### src/rtl/seq_pkg.sv
// Shared types and constants for the serial pattern transmitter.
package seq_pkg;

  typedef enum logic [1:0] {
    IDLE  = 2'b00,
    SHIFT = 2'b01,
    DONE  = 2'b10
  } state_t;

  localparam logic [5:0] DEFAULT_PATTERN = 6'b101011;

  // Width of a counter that indexes bits 0..w-1 (at least one bit).
  function automatic int unsigned bitcnt_w(input int unsigned w);
    return (w <= 2) ? 1 : $clog2(w);
  endfunction

endpackage

### src/rtl/seq_shift_reg.sv
// Parallel-load, MSB-out shift register; zeros shift in from the LSB end.
module seq_shift_reg #(
  parameter int PAT_W = 6
) (
  input  logic             clk,
  input  logic             rst,
  input  logic             i_clear,
  input  logic             i_load,
  input  logic             i_shift,
  input  logic [PAT_W-1:0] i_load_val,
  output logic             o_msb
);

  logic [PAT_W-1:0] r_q;

  // Clear beats load beats shift; emptied register presents 0 on the MSB.
  always_ff @(posedge clk) begin
    if (rst || i_clear) begin
      r_q <= '0;
    end else if (i_load) begin
      r_q <= i_load_val;
    end else if (i_shift) begin
      r_q <= {r_q[PAT_W-2:0], 1'b0};
    end
  end

  assign o_msb = r_q[PAT_W-1];

endmodule

### src/rtl/seq_pattern_tx.sv
// Serial pattern transmitter: sends a pattern MSB-first, rep_cnt+1 times
// back-to-back, with a start/busy/done handshake.
module seq_pattern_tx
  import seq_pkg::*;
#(
  parameter int               PAT_W   = 6,
  parameter logic [PAT_W-1:0] PATTERN = PAT_W'(DEFAULT_PATTERN),
  parameter int               CNT_W   = 4
) (
  input  logic             clk,
  input  logic             rst,
  input  logic             load_en,
  input  logic [PAT_W-1:0] load_pat,
  input  logic             start,
  input  logic [CNT_W-1:0] rep_cnt,
  input  logic             abort,
  output logic             out,
  output logic             out_valid,
  output logic             busy,
  output logic             done
);

  localparam int unsigned      BC_W     = bitcnt_w(PAT_W);
  localparam logic [BC_W-1:0]  LAST_BIT = BC_W'(PAT_W - 1);

  state_t           r_state;
  logic [PAT_W-1:0] r_pat;
  logic [BC_W-1:0]  r_bit;
  logic [CNT_W-1:0] r_copies;

  logic             w_last_bit;
  logic [PAT_W-1:0] w_src;
  logic             w_sr_load;
  logic             w_sr_clear;
  logic             w_sr_shift;
  logic [PAT_W-1:0] w_sr_val;
  logic             w_sr_msb;

  // A same-edge load_en supplies the pattern for the transmission it starts.
  assign w_src      = load_en ? load_pat : r_pat;
  assign w_last_bit = (r_bit == LAST_BIT);

  // Shift register control: load on start or on copy wrap, clear on abort.
  always_comb begin
    w_sr_load  = 1'b0;
    w_sr_clear = 1'b0;
    w_sr_shift = 1'b0;
    w_sr_val   = r_pat;
    case (r_state)
      IDLE: begin
        w_sr_load = start;
        w_sr_val  = w_src;
      end
      SHIFT: begin
        w_sr_clear = abort;
        w_sr_load  = w_last_bit && (r_copies != '0);
        w_sr_shift = 1'b1;
      end
      default: ;
    endcase
  end

  // The register's MSB is the serial bit; after the last bit it has shifted
  // out to all zeros, so out is 0 whenever out_valid is low.
  seq_shift_reg #(
    .PAT_W (PAT_W)
  ) u_sr (
    .clk        (clk),
    .rst        (rst),
    .i_clear    (w_sr_clear),
    .i_load     (w_sr_load),
    .i_shift    (w_sr_shift),
    .i_load_val (w_sr_val),
    .o_msb      (w_sr_msb)
  );

  assign out = w_sr_msb;

  // Pattern register: writable only while idle.
  always_ff @(posedge clk) begin
    if (rst) begin
      r_pat <= PATTERN;
    end else if (r_state == IDLE && load_en) begin
      r_pat <= load_pat;
    end
  end

  // Control FSM with bit/copy counters and registered handshake outputs.
  always_ff @(posedge clk) begin
    if (rst) begin
      r_state   <= IDLE;
      r_bit     <= '0;
      r_copies  <= '0;
      out_valid <= 1'b0;
      busy      <= 1'b0;
      done      <= 1'b0;
    end else begin
      case (r_state)
        IDLE: begin
          if (start) begin
            r_state   <= SHIFT;
            r_bit     <= '0;
            r_copies  <= rep_cnt;
            out_valid <= 1'b1;
            busy      <= 1'b1;
          end
        end
        SHIFT: begin
          if (abort) begin
            r_state   <= IDLE;
            r_bit     <= '0;
            r_copies  <= '0;
            out_valid <= 1'b0;
            busy      <= 1'b0;
          end else if (w_last_bit) begin
            r_bit <= '0;
            if (r_copies != '0) begin
              r_copies <= r_copies - CNT_W'(1);
            end else begin
              r_state   <= DONE;
              out_valid <= 1'b0;
              done      <= 1'b1;
            end
          end else begin
            r_bit <= r_bit + BC_W'(1);
          end
        end
        DONE: begin
          r_state <= IDLE;
          done    <= 1'b0;
          busy    <= 1'b0;
        end
        default: begin
          r_state   <= IDLE;
          out_valid <= 1'b0;
          busy      <= 1'b0;
          done      <= 1'b0;
        end
      endcase
    end
  end

endmodule

### config.mk
export PLATFORM = sky130hd
export DESIGN_NAME = seq_pattern_tx
export DESIGN_NICKNAME = d
export VERILOG_FILES = /design/src/rtl/seq_pkg.sv /design/src/rtl/seq_shift_reg.sv /design/src/rtl/seq_pattern_tx.sv
export SDC_FILE = /design/constraint.sdc
export NUM_CORES = 1
export LEC_CHECK = 0
export BUFFER_PORTS_ARGS = -buffer_cell sky130_fd_sc_hd__buf_2
export CAP_MARGIN = 30
export CORE_MARGIN = 2
export CORE_UTILIZATION = 49
export CTS_CLUSTER_SIZE = 24
export DETAILED_ROUTE_END_ITERATION = 16
export GPL_ROUTABILITY_DRIVEN = 0
export PLACE_DENSITY = 0.85
export SLEW_MARGIN = 5
export SYNTH_ARGS = -nofsm -noshare
export SYNTH_HDL_FRONTEND = slang
export SYNTH_SLANG_ARGS = --single-unit
### constraint.sdc
create_clock -name clk -period 1.58 [get_ports clk]
set_clock_uncertainty 0.1 [all_clocks]
set_input_delay 0 -clock clk [delete_from_list [all_inputs] [get_ports clk]]
set_output_delay 0 -clock clk [all_outputs]
set_load 0.02 [all_outputs]
# Word level (Yosys, flattened, before mapping)
# Cells that the tools add are included.
# op_classes
div,0
order_cmp,0
n_shift,0
n_mux,32
n_eq_ne,11
add_sub_neg,2
n_reduce_logical,13
n_bitwise,2
multipliers,0
# op_table
operator,count
two-way mux 6 bit,4
two-way mux 4 bit,4
AND reduction 4 bit,3
two-way mux 1 bit,10
"inequality test 2 bit, second input constant",5
two-way mux 3 bit,3
"inequality test 3 bit, second input constant",3
two-way mux 2 bit,4
one-hot mux 4 bit (2 select lines),1
one-hot mux 1 bit (2 select lines),3
one-hot mux 3 bit (2 select lines),1
one-hot mux 2 bit (2 select lines),1
AND reduction 2 bit,2
nonzero test 2 bit,2
nonzero test 4 bit,1
"subtractor 4 x 1 -> 4 bit, second input constant",1
"adder 3 x 1 -> 3 bit, second input constant",1
"== test 3 bit, second input constant",1
one-hot mux 1 bit (3 select lines),1
AND reduction 3 bit,1
"== test 2 x 1 -> 1 bit, second input constant",1
"== test 2 bit, second input constant",1
logical AND 1 bit,2
logical NOT 2 bit,1
2 further kinds,3
# word_totals
elab_cells,68
output_inout_bits,4
rom_bits,0
latch_bits,0
memories,0
ram_bits,0
in_bits,15
reg_bits,24

# Longest topological paths before layout
# logic_depth
ltp_word,5
mapped_depth,6
depth_no_buf,6

# Cells and area by module
# A second synthesis with hierarchy kept.
# unflattened
cells_unflattened,125
hier_area_um2,1194.9
# modules_own_cells
module,seq_area_each_um2,instances,area_each_um2,cells_each
seq_pattern_tx,360.3,1,909.6,99
seq_shift_reg,120.1,1,285.3,26

# Worst setup path after synthesis
# No wires, ideal clock.
# synth_timing
kind,register to register
startpoint,register r_copies[0]
endpoint,register u_sr.r_q[0]
path_stages_with_launch,7
slack_ns,-0.002
setup_ns,0.117
required_ns,1.363
n_path_buf,0
synth_period_minus_slack_ns,1.582
arrival_ns,1.364
cell_sequence,dfxtp_1 inv_1 ha_1 or3b_4 a31oi_1 nor2_1 a32o_1
# synth_between
elab_chain_cells,4
elab_cells_between_ends,5
classes_between,2 x mux; 3 x reduce/logical
# synth_lines
item,line,rtl
"start, declared",seq_pattern_tx.sv:29,logic [CNT_W-1:0] r_copies;
"start signal, assigned",seq_pattern_tx.sv:103,r_copies <= rep_cnt;
"start signal, assigned",seq_pattern_tx.sv:118,r_copies <= r_copies - CNT_W'(1);
nonzero test 4 bit *,seq_pattern_tx.sv:56,w_sr_load = w_last_bit && (r_copies != '0);
logical AND 1 bit *,seq_pattern_tx.sv:56,
one-hot mux 1 bit (2 select lines) *,seq_pattern_tx.sv:49,case (r_state)
two-way mux 6 bit or nonzero test 2 bit (tied branches),-,
"end signal, assigned",seq_shift_reg.sv:21,r_q <= i_load_val;
"end signal, assigned",seq_shift_reg.sv:23,"r_q <= {r_q[PAT_W-2:0], 1'b0};"
"end, declared",seq_shift_reg.sv:14,logic [PAT_W-1:0] r_q;
# Every way passes the cells marked *; elsewhere a longest branch is shown, timed or not.
# A chain may end at the register's enable or synchronous reset.

# Worst setup path after layout
# Same ends and word-level chain as after synthesis.

==> flow_summary.json <==
{
  "status": "finished with violations",
  "violations": "negative setup slack",
  "drtAntennaViolNets": 0,
  "tightest_slew_ns": 0.462,
  "crit_buf_inv": 1,
  "peakVddDrop_uv": 706,
  "setup_slack_ns": -0.0796,
  "routedWlPerCell_um": 16.8,
  "numCtsBuffers": 3,
  "synthTopCellsByArea": "dfxtp_1 41%, a21oi_1 5.2%, mux2i_1 5.2%",
  "n_antenna_cell": 0,
  "fillers": 160,
  "via_count": 1188,
  "yosysTopAreaCellShare_pct": 41.5,
  "postLayoutCellArea_um2": 1620,
  "r2r-start": "r_copies[0]$_SDFFE_PP0P_",
  "max_freq_mhz": 603,
  "ff_latch_area_um2": 485,
  "worst_setup_path_end_kind": "flip-flop",
  "ys.flop_type": "dfxtp_1",
  "synth.net_count": 142,
  "cap_viol_max_count": 0,
  "cp_max_fo": 6,
  "async_flop_share_pct": 0,
  "ys_top_cells_by_count": "24 x dfxtp_1, 12 x a21oi_1, 8 x nand2_1",
  "ys_seq_area_share_pct": 41.5,
  "cts.sinks": 24,
  "fin_crit_sh_pct": 105,
  "ys_seq_elements": 24,
  "grt_max_degree": 15,
  "grtUsageMet2_pct": 44.0,
  "grt_use_met1_pct": 31.5,
  "hpwlAfterDp_um": 2070,
  "slowest_stage": "or3b_4",
  "crit_family": "simple AND/OR/NAND/NOR gates",
  "grt_first_pass_wirelength_um": 5190,
  "die_y_um": 52.6,
  "final_hold_viol_count": 0,
  "cts_max_level": 1,
  "clk_root_buffer_cell": "clkbuf_4",
  "finalWirelength_um": 3270,
  "synth_area_leader_cell": "dfxtp_1",
  "layout-drive-gt1-share_pct": 37.7,
  "die_area_um2": 2770,
  "cp_cell_sequence": "inv_2, ha_4, or3b_4, a31oi_4, nor2_4, a32o_1",
  "placementRows": 17,
  "drtIter0Drc": 41,
  "cts_tree": "built",
  "busiest_layer": "met2",
  "synth_most_common_cell": "dfxtp_1",
  "rsz0062_at_grt": "yes",
  "slew_headroom_pct": 69.2,
  "avgSynthCellArea_um2": 9.27,
  "pwr-share-comb_pct": 22.9,
  "port_buffers": 18,
  "yosys_warnings": 0,
  "synthCells": 125,
  "power_mw": 1.48,
  "firstDrtPassIters": 4,
  "p_per_area_nw_per_um2": 916,
  "grt_use_total_pct": 25.9,
  "grt_pass1_vias": 1148,
  "grt_use_met3_pct": 6.00,
  "final_nets": 185,
  "area_delta_synth_final_pct": 39.7,
  "multi_input_area_um2": 708,
  "syn-cell-area_um2": 1160,
  "final_max_slew_viol_count": 0,
  "min_period_ns": 1.66,
  "p_switching_mw": 0.409,
  "clkTransAtPathRegs_ns": 0.14,
  "antenna_found_initial": 0,
  "critPathRequiredTime_ns": 1.72,
  "crit_type": "flip-flop to flip-flop",
  "core_region_area_um2": 2230,
  "setup_viol": 4,
  "start_kind": "flip-flop",
  "clk_latency_ns": 0.33,
  "die_w_um": 52.6,
  "synth_edf_count": 0,
  "io_pins": 19,
  "worstHoldStart": "abort",
  "p_int_mw": 1.07,
  "start_util_pct": 51.9,
  "cp.arrival_ns": 1.80,
  "clkPwrFrac_pct": 31.0,
  "clk_path_buf_depth": 2,
  "power_frac_seq_pct": 46.2,
  "viasPerCell": 6.09,
  "leakagePower_nw": 0.648,
  "ys_types": 41,
  "sw_frac_of_total_pct": 27.6,
  "drc": 0,
  "slowest_delay_ns": 0.43,
  "crit_path_start": "r_copies[0]$_SDFFE_PP0P_",
  "grt_overflow": 0,
  "hold_path.class": "input port to flip-flop",
  "dpl_cell_area_um2": 1360
}
[kinds of logic after synthesis]
logic type               count (synthesis)  synth area share, %
AND/OR/NAND/NOR                         44                 22.8
buffers and inverters                   11                 4.86
AO/OA/AOI/OAI                           38                 23.5
flip-flops                              24                 41.5
adder cells (fa/ha/maj)                  2                 2.16
multiplexers                             6                 5.18
[worst reg2reg max path, stage by stage, from the launching register on]
cell and delay, ns:
dfxtp_2 0.36, inv_2 0.08, ha_4 0.14, or3b_4 0.43, a31oi_4 0.18, nor2_4 0.08, a32o_1 0.21
[timing repair]
item / 4_1_cts / 5_1_grt
gates resized for setup: 12 / 12
hold endpoints to repair: 18 / 0
endpoints found under the setup margin: 8 / 12
pin swaps: 0 / 6
hold buffers: 12 / 0
buffers inserted: 0 / 0
[power groups by stage]
stage / Combinational [mW] / Clock [mW] / Sequential (mW)
2_1_floorplan: 0.161 / 0 / 0.693
3_5_place_dp: 0.266 / 0 / 0.691
4_1_cts: 0.305 / 0.458 / 0.680
5_1_grt: 0.367 / 0.483 / 0.690
3_3_place_gp: 0.255 / 0 / 0.687
6_report: 0.339 / 0.459 / 0.685
[flip-flops by register name, summed over array words and instances, names as in the netlist]
name       cells
done           1
u_sr.r_q       6
out_valid      1
r_state        2
r_copies       4
r_bit          3
busy           1
r_pat          6
[routing by layer]
metal | vias up | wire [µm]
li1 | 549 | -
met1 | 573 | 1440
met2 | 52 | 1570
met3 | 14 | 180
met4 | 0 | 87
met5 | - | 0
[cell type report]
cell class | count | area share (%)
Multi-Input combinational cell | 90 | 43.7
Sequential cell | 24 | 30.0
Timing Repair Buffer | 45 | 19.9
Tap cell | 28 | 2.16
Clock inverter | 1 | 1.85
Clock buffer | 3 | 1.39
Inverter | 4 | 0.927
[worst paths after layout]
check	slack, ns	to	cells past startpoint
hold reg to reg	0.41	r_bit[2]$_SDFFE_PP0P_	2
hold / removal	0.04	r_copies[2]$_SDFFE_PP0P_	4
setup / recovery	-0.08	u_sr.r_q[0]$_SDFFE_PP0P_	6
setup reg to reg	-0.08	u_sr.r_q[0]$_SDFFE_PP0P_	6
[stage by stage]
| step | hold WS, ns | setup WS, ns | std cells | setup TNS, ns | utilization, % |
|---|---|---|---|---|---|
| final | 0.0439 | -0.0796 | 195 | -0.144 | 72.5 |
| after global routing | 0.0539 | -0.102 | 195 | -0.330 | 72.5 |
| after CTS | 0.0185 | -0.0281 | 195 | -0.0524 | 70.3 |
| after detailed placement | 0.158 | -0.195 | 179 | -0.991 | 60.8 |
| after global placement | 0.153 | -0.0217 | 179 | -0.107 | 60.8 |
| after floorplan | 0.0533 | 0.0254 | 125 | 0 | - |
[layout by cell type (no fill, tap or decap), drive strengths merged, types with 2 or more instances in the layout]
| master | synthesis | final |
|---|---|---|
| o221ai | 5 | 5 |
| nand2 | 8 | 8 |
| nor3b | 3 | 3 |
| buf | 6 | 33 |
| a211oi | 2 | 2 |
| o21ai | 3 | 3 |
| nand3 | 4 | 4 |
| a21oi | 12 | 12 |
| a31oi | 3 | 3 |
| dlygate4sd3 | 0 | 12 |
| clkbuf | 1 | 3 |
| nor2 | 6 | 6 |
| ha | 2 | 2 |
| or3b | 3 | 3 |
| dfxtp | 24 | 24 |
| nor3 | 5 | 5 |
| inv | 4 | 4 |
| o31a | 2 | 2 |
| nand2b | 6 | 6 |
| nor2b | 5 | 5 |
| mux2i | 6 | 6 |
Power figures use the tool's default switching activity.
